**config.mk**
```make
export PLATFORM = sky130hd
export DESIGN_NAME = sprite_compositor
export DESIGN_NICKNAME = d
export VERILOG_FILES = /design/src/rtl/sprite_compositor.sv
export SDC_FILE = /design/constraint.sdc
export NUM_CORES = 1
export LEC_CHECK = 0
export BUFFER_PORTS_ARGS = -buffer_cell sky130_fd_sc_hd__buf_4
export CAP_MARGIN = 20
export CORE_MARGIN = 1
export CORE_UTILIZATION = 63
export CTS_CLUSTER_DIAMETER = 80
export CTS_CLUSTER_SIZE = 10
export DETAILED_ROUTE_END_ITERATION = 12
export PLACE_DENSITY_LB_ADDON = 0.3
export SYNTH_ARGS = -nofsm -noshare
export SYNTH_HDL_FRONTEND = slang
export SYNTH_SLANG_ARGS = --single-unit
```
**constraint.sdc**
```tcl
create_clock -name Clk -period 6.55 [get_ports Clk]
set_input_delay 0.655 -clock Clk [delete_from_list [all_inputs] [get_ports Clk]]
set_output_delay 0.655 -clock Clk [all_outputs]
set_load 0.02 [all_outputs]
```
**src/rtl/sprite_compositor.sv**
```systemverilog
// Double-buffered multi-sprite hit tester with a 2-cycle pixel pipeline and lowest-index priority.
// Optional sprite-0 collision accumulation is enabled by defining SPRITE_COLLISION_EN.
module sprite_compositor #(
  parameter int NUM_SPRITES = 8,
  parameter int COORD_W     = 10,
  parameter int SIZE_LOG2   = 4,
  parameter int IDX_W       = $clog2(NUM_SPRITES)
) (
  input  logic                   Clk,
  input  logic                   Reset,
  input  logic                   wr_en,
  input  logic [IDX_W-1:0]       wr_idx,
  input  logic [COORD_W-1:0]     wr_x,
  input  logic [COORD_W-1:0]     wr_y,
  input  logic                   wr_vis,
  input  logic                   vs,
  input  logic                   pix_valid,
  input  logic [COORD_W-1:0]     DrawX,
  input  logic [COORD_W-1:0]     DrawY,
  output logic                   out_valid,
  output logic                   hit,
  output logic [IDX_W-1:0]       hit_idx,
  output logic [SIZE_LOG2-1:0]   local_x,
  output logic [SIZE_LOG2-1:0]   local_y,
  output logic [NUM_SPRITES-1:0] collision_mask
);

  localparam logic [COORD_W:0] SIDE = (COORD_W+1)'(2**SIZE_LOG2);

  logic                 pend_vis [NUM_SPRITES];
  logic [COORD_W-1:0]   pend_x   [NUM_SPRITES];
  logic [COORD_W-1:0]   pend_y   [NUM_SPRITES];
  logic                 act_vis  [NUM_SPRITES];
  logic [COORD_W-1:0]   act_x    [NUM_SPRITES];
  logic [COORD_W-1:0]   act_y    [NUM_SPRITES];

  logic vs_q;
  logic swap;
  assign swap = vs_q & ~vs;

  // Active bank takes the pre-write pending values, so a swap-cycle write waits a frame.
  always_ff @(posedge Clk) begin
    if (Reset) begin
      vs_q <= 1'b1;
      for (int i = 0; i < NUM_SPRITES; i++) begin
        pend_vis[i] <= 1'b0;
        pend_x[i]   <= '0;
        pend_y[i]   <= '0;
        act_vis[i]  <= 1'b0;
        act_x[i]    <= '0;
        act_y[i]    <= '0;
      end
    end else begin
      vs_q <= vs;
      if (swap) begin
        for (int i = 0; i < NUM_SPRITES; i++) begin
          act_vis[i] <= pend_vis[i];
          act_x[i]   <= pend_x[i];
          act_y[i]   <= pend_y[i];
        end
      end
      if (wr_en && (int'(wr_idx) < NUM_SPRITES)) begin
        pend_vis[wr_idx] <= wr_vis;
        pend_x[wr_idx]   <= wr_x;
        pend_y[wr_idx]   <= wr_y;
      end
    end
  end

  logic [COORD_W:0]       dx;
  logic [COORD_W:0]       dy;
  logic [NUM_SPRITES-1:0] cover_d;
  logic [NUM_SPRITES-1:0] cover_q;
  logic [SIZE_LOG2-1:0]   offx_d [NUM_SPRITES];
  logic [SIZE_LOG2-1:0]   offy_d [NUM_SPRITES];
  logic [SIZE_LOG2-1:0]   offx_q [NUM_SPRITES];
  logic [SIZE_LOG2-1:0]   offy_q [NUM_SPRITES];
  logic                   pv_q;

  assign dx = {1'b0, DrawX};
  assign dy = {1'b0, DrawY};

  // One extra bit on the bounds keeps sprites at the right/bottom edge from wrapping to 0.
  always_comb begin
    cover_d = '0;
    offx_d  = '{default: '0};
    offy_d  = '{default: '0};
    for (int i = 0; i < NUM_SPRITES; i++) begin
      cover_d[i] = pix_valid & act_vis[i]
                 & (dx >= {1'b0, act_x[i]}) & (dx < ({1'b0, act_x[i]} + SIDE))
                 & (dy >= {1'b0, act_y[i]}) & (dy < ({1'b0, act_y[i]} + SIDE));
      offx_d[i]  = SIZE_LOG2'(DrawX - act_x[i]);
      offy_d[i]  = SIZE_LOG2'(DrawY - act_y[i]);
    end
  end

  always_ff @(posedge Clk) begin
    if (Reset) begin
      cover_q <= '0;
      pv_q    <= 1'b0;
      offx_q  <= '{default: '0};
      offy_q  <= '{default: '0};
    end else begin
      cover_q <= cover_d;
      pv_q    <= pix_valid;
      offx_q  <= offx_d;
      offy_q  <= offy_d;
    end
  end

  logic                 hit_d;
  logic [IDX_W-1:0]     idx_d;
  logic [SIZE_LOG2-1:0] lx_d;
  logic [SIZE_LOG2-1:0] ly_d;

  // Scanning downward lets the lowest covering index win.
  always_comb begin
    hit_d = |cover_q;
    idx_d = '0;
    lx_d  = '0;
    ly_d  = '0;
    for (int i = NUM_SPRITES - 1; i >= 0; i--) begin
      if (cover_q[i]) begin
        idx_d = IDX_W'(i);
        lx_d  = offx_q[i];
        ly_d  = offy_q[i];
      end
    end
  end

  always_ff @(posedge Clk) begin
    if (Reset) begin
      out_valid <= 1'b0;
      hit       <= 1'b0;
      hit_idx   <= '0;
      local_x   <= '0;
      local_y   <= '0;
    end else begin
      out_valid <= pv_q;
      hit       <= hit_d;
      hit_idx   <= idx_d;
      local_x   <= lx_d;
      local_y   <= ly_d;
    end
  end

`ifdef SPRITE_COLLISION_EN
  logic [NUM_SPRITES-1:1] acc;
  logic [NUM_SPRITES-1:1] acc_hit;

  assign acc_hit = cover_q[NUM_SPRITES-1:1] & {(NUM_SPRITES-1){cover_q[0]}};

  // Coverage seen in the swap cycle seeds the new frame rather than being lost.
  always_ff @(posedge Clk) begin
    if (Reset) begin
      acc            <= '0;
      collision_mask <= '0;
    end else if (swap) begin
      collision_mask <= {acc, 1'b0};
      acc            <= acc_hit;
    end else begin
      acc <= acc | acc_hit;
    end
  end
`else
  assign collision_mask = '0;
`endif

endmodule

```
==> impl_metrics.env <==
export IMPL_crit_required_ps=6960
export IMPL_ys_warn_count=0
export IMPL_p_int_w=0.004850
export IMPL_fmax_mhz=331.8
export IMPL_synthAdderAreaFrac_pct=16.04
export IMPL_area_delta_synth_final_pct=10.29
export IMPL_netlist_instances=2045
export IMPL_pre_cts_ws_ps=3036
export IMPL_postCtsSetupRepairBufs=0
export IMPL_start_util_pct=64.63
export IMPL_leakage_nw=10.31
export IMPL_finalSetupViolations=0
export IMPL_drive_gt1_share_pct=7.100
export IMPL_die_area_um2=37610
export IMPL_post_layout_total_power_w=0.006472
export IMPL_max_cap_violations=0
export IMPL_synthMuxAreaShare_pct=0
export IMPL_critical_path_class="in2reg"
export IMPL_worstSetupStartpointType="input port"
export IMPL_gr_usage_all_layers_pct=29.69
export IMPL_vias=15720
export IMPL_io_buffers=61
export IMPL_synth_xor_area_share_pct=3.019
export IMPL_power_density_nw_per_um2=252.8
export IMPL_fin_nets=2452
export IMPL_top_level_ports=70
export IMPL_fin_tns_setup_ps=0
export IMPL_worstPathMaxFanout=8
export IMPL_run_status="finished, final reports clean"
export IMPL_slew_headroom_pct=28.75
export IMPL_pwr_share_clk_pct=38.0
export IMPL_rsz0062_at_grt="false"
export IMPL_p_sw_w=0.001622
export IMPL_yosys_area_share_simple_pct=16.08
export IMPL_synth_compound_area_share_pct=9.720
export IMPL_wl_per_cell_um=21.15
export IMPL_clk_path_buf_depth=3
export IMPL_synth_distinct_cells=61
export IMPL_grt_pass1_vias=15880
export IMPL_vias_per_cell=6.008
export IMPL_hold_violations=0
export IMPL_period_share_pct=46.01
export IMPL_ant_nets=0
export IMPL_synth_seq_area_share_pct=50.98
export IMPL_final_cell_mix="edfxtp_1, and2_1, ha_1"
export IMPL_period_needed_ps=3014
export IMPL_drt_wl_total_mm=55.33
export IMPL_clk_latency_ps=570
export IMPL_drc=0
export IMPL_syn_area_um2=23210
export IMPL_cts_root_buf="clkbuf_16"
export IMPL_irDropWorstVdd_mv=0.2252
export IMPL_layout_commonest_cell="edfxtp_1"
export IMPL_drt_pass1_iter_count=5
export IMPL_rows=69
export IMPL_stdcell_count=2616
export IMPL_path_clk_slew_ps=60
export IMPL_die_x_um=193.9
export IMPL_combPwrFrac_pct=13.2
export IMPL_cts_tree="done"
export IMPL_n_antenna_cell=0
export IMPL_core_area_um2=35910
export IMPL_ys_seq_elements=423
export IMPL_die_y_um=193.9
export IMPL_grt_overflow=0
export IMPL_hpwl_mm=36.67
export IMPL_min_path_type="in2reg"
export IMPL_fin_ws_ps=3536
export IMPL_end_kind="register"
export IMPL_synth_top_family_by_area="simple AND/OR/NAND/NOR gates"
export IMPL_cts_resized=0
export IMPL_drtIter0Drc=1277
export IMPL_cts_buffers=48
export IMPL_cts_max_level=2
export IMPL_grt_pass1_wl_mm=84.99
export IMPL_synth_edf_count=336
export IMPL_utilization_pct=71.28
export IMPL_fillerInstances=2454
export IMPL_synth_avg_cell_area_um2=11.35
export IMPL_grt_max_degree=127
export IMPL_synth_async_reset_ratio_pct=0
export IMPL_cp_data_arrival_time_ps=3420
export IMPL_skew_ps=23.77
export IMPL_worst_slew_pin_slew_ps=1042
export IMPL_synthFlopType="edfxtp_1"
export IMPL_drv_slew=0
export IMPL_switching_share_pct=25.06
export IMPL_sequentialPowerShare_pct=48.9
export IMPL_placed_cells=2525
export IMPL_antenna_found_initial=5
export IMPL_hold_buffers=0
export IMPL_place_congestion=0.8997
export IMPL_cts_sinks=423
-- Yosys cell counts (47+ instances only) --
cell type	count	area, um^2
a21oi_1	61	305.3
and2_1	294	1839
clkbuf_1	50	187.7
dfxtp_1	87	1742
edfxtp_1	336	10090
ha_1	272	3403
inv_1	185	694.4
nand2_1	47	176.4
nand3_1	59	295.3
nor2_1	106	397.9
nor2b_1	71	444.2
o21ai_0	65	325.3
xnor2_1	72	630.6
-- per-layer routing --
| layer | vias up | share of wire, % | global-route usage [%] |
|---|---|---|---|
| met1 | 7588 | 40 | 38.02 |
| met4 | 0 | 4.5 | 14.14 |
| met3 | 159 | 7.4 | 4.001 |
| li1 | 7382 | - | - |
| met2 | 588 | 48 | 50.15 |
| met5 | - | 0 | 0 |
-- worst paths after layout --
kind,endpoint,cells after the start,slack [ps],startpoint
setup / recovery,cover_q[3]$_SDFF_PP0_,11,3540,DrawX[0]
setup reg to reg,cover_q[3]$_SDFF_PP0_,9,3820,act_x[0][30]$_SDFFCE_PN0P_
hold / removal,vs_q$_SDFF_PP1_,2,290,vs
hold reg to reg,out_valid$_SDFF_PP0_,1,460,pv_q$_SDFF_PP0_
-- final cells by class --
class | instances | area (um^2) | area share, %
repair buffers | 75 | 583.1 | 2.278
clock buffers | 88 | 1394 | 5.445
inverters | 186 | 698.2 | 2.727
clock inverters | 2 | 25.02 | 0.09776
well taps | 461 | 576.8 | 2.253
flip-flops and latches | 423 | 11830 | 46.22
multi-input cells | 1381 | 10490 | 40.98
-- registers in the layout, indices dropped and copies added, names as in the netlist, 32 cells and up --
signal  flops
pend_y     80
act_y      80
offy_q     32
pend_x     80
act_x      80
offx_q     32
-- power by group through the flow --
stage | sequential (W) | clock (W) | combinational, W
2_1_floorplan | 0.00320 | 0 | 0.000561
3_3_place_gp | 0.00321 | 0 | 0.000786
3_5_place_dp | 0.00322 | 0 | 0.000832
4_1_cts | 0.00316 | 0.00248 | 0.000843
5_1_grt | 0.00318 | 0.00259 | 0.000951
6_report | 0.00316 | 0.00246 | 0.000851
-- per-stage QoR --
step / hold WS [ps] / cell area, um^2
after CTS: 279.8 / 25570
final: 294.7 / 25600
after detailed placement: 455.8 / 24150
after floorplan: 413.8 / 23240
after global routing: 299.1 / 25600
after global placement: 435.1 / 24150
-- critical path, stage by stage --
cell and delay, ps:
buf_4 110, inv_1 350, ha_1 260, inv_1 60
fa_1 400, a211oi_1 190, o21ai_0 110, o211ai_1 130
a21oi_1 90, a2111oi_0 910, nor4_1 150
-- cells by family (layout without fill, tap and decap cells) --
logic type	Yosys count	count (layout)
buffers and inverters	248	351
other	1	8
AOI/OAI and AO/OA	331	331
and+or+nand+nor	674	674
DFF	423	423
xor gates and xnor gates	80	80
adders and majority gates	288	288
Note: power is estimated with default switching activity, not from simulation.
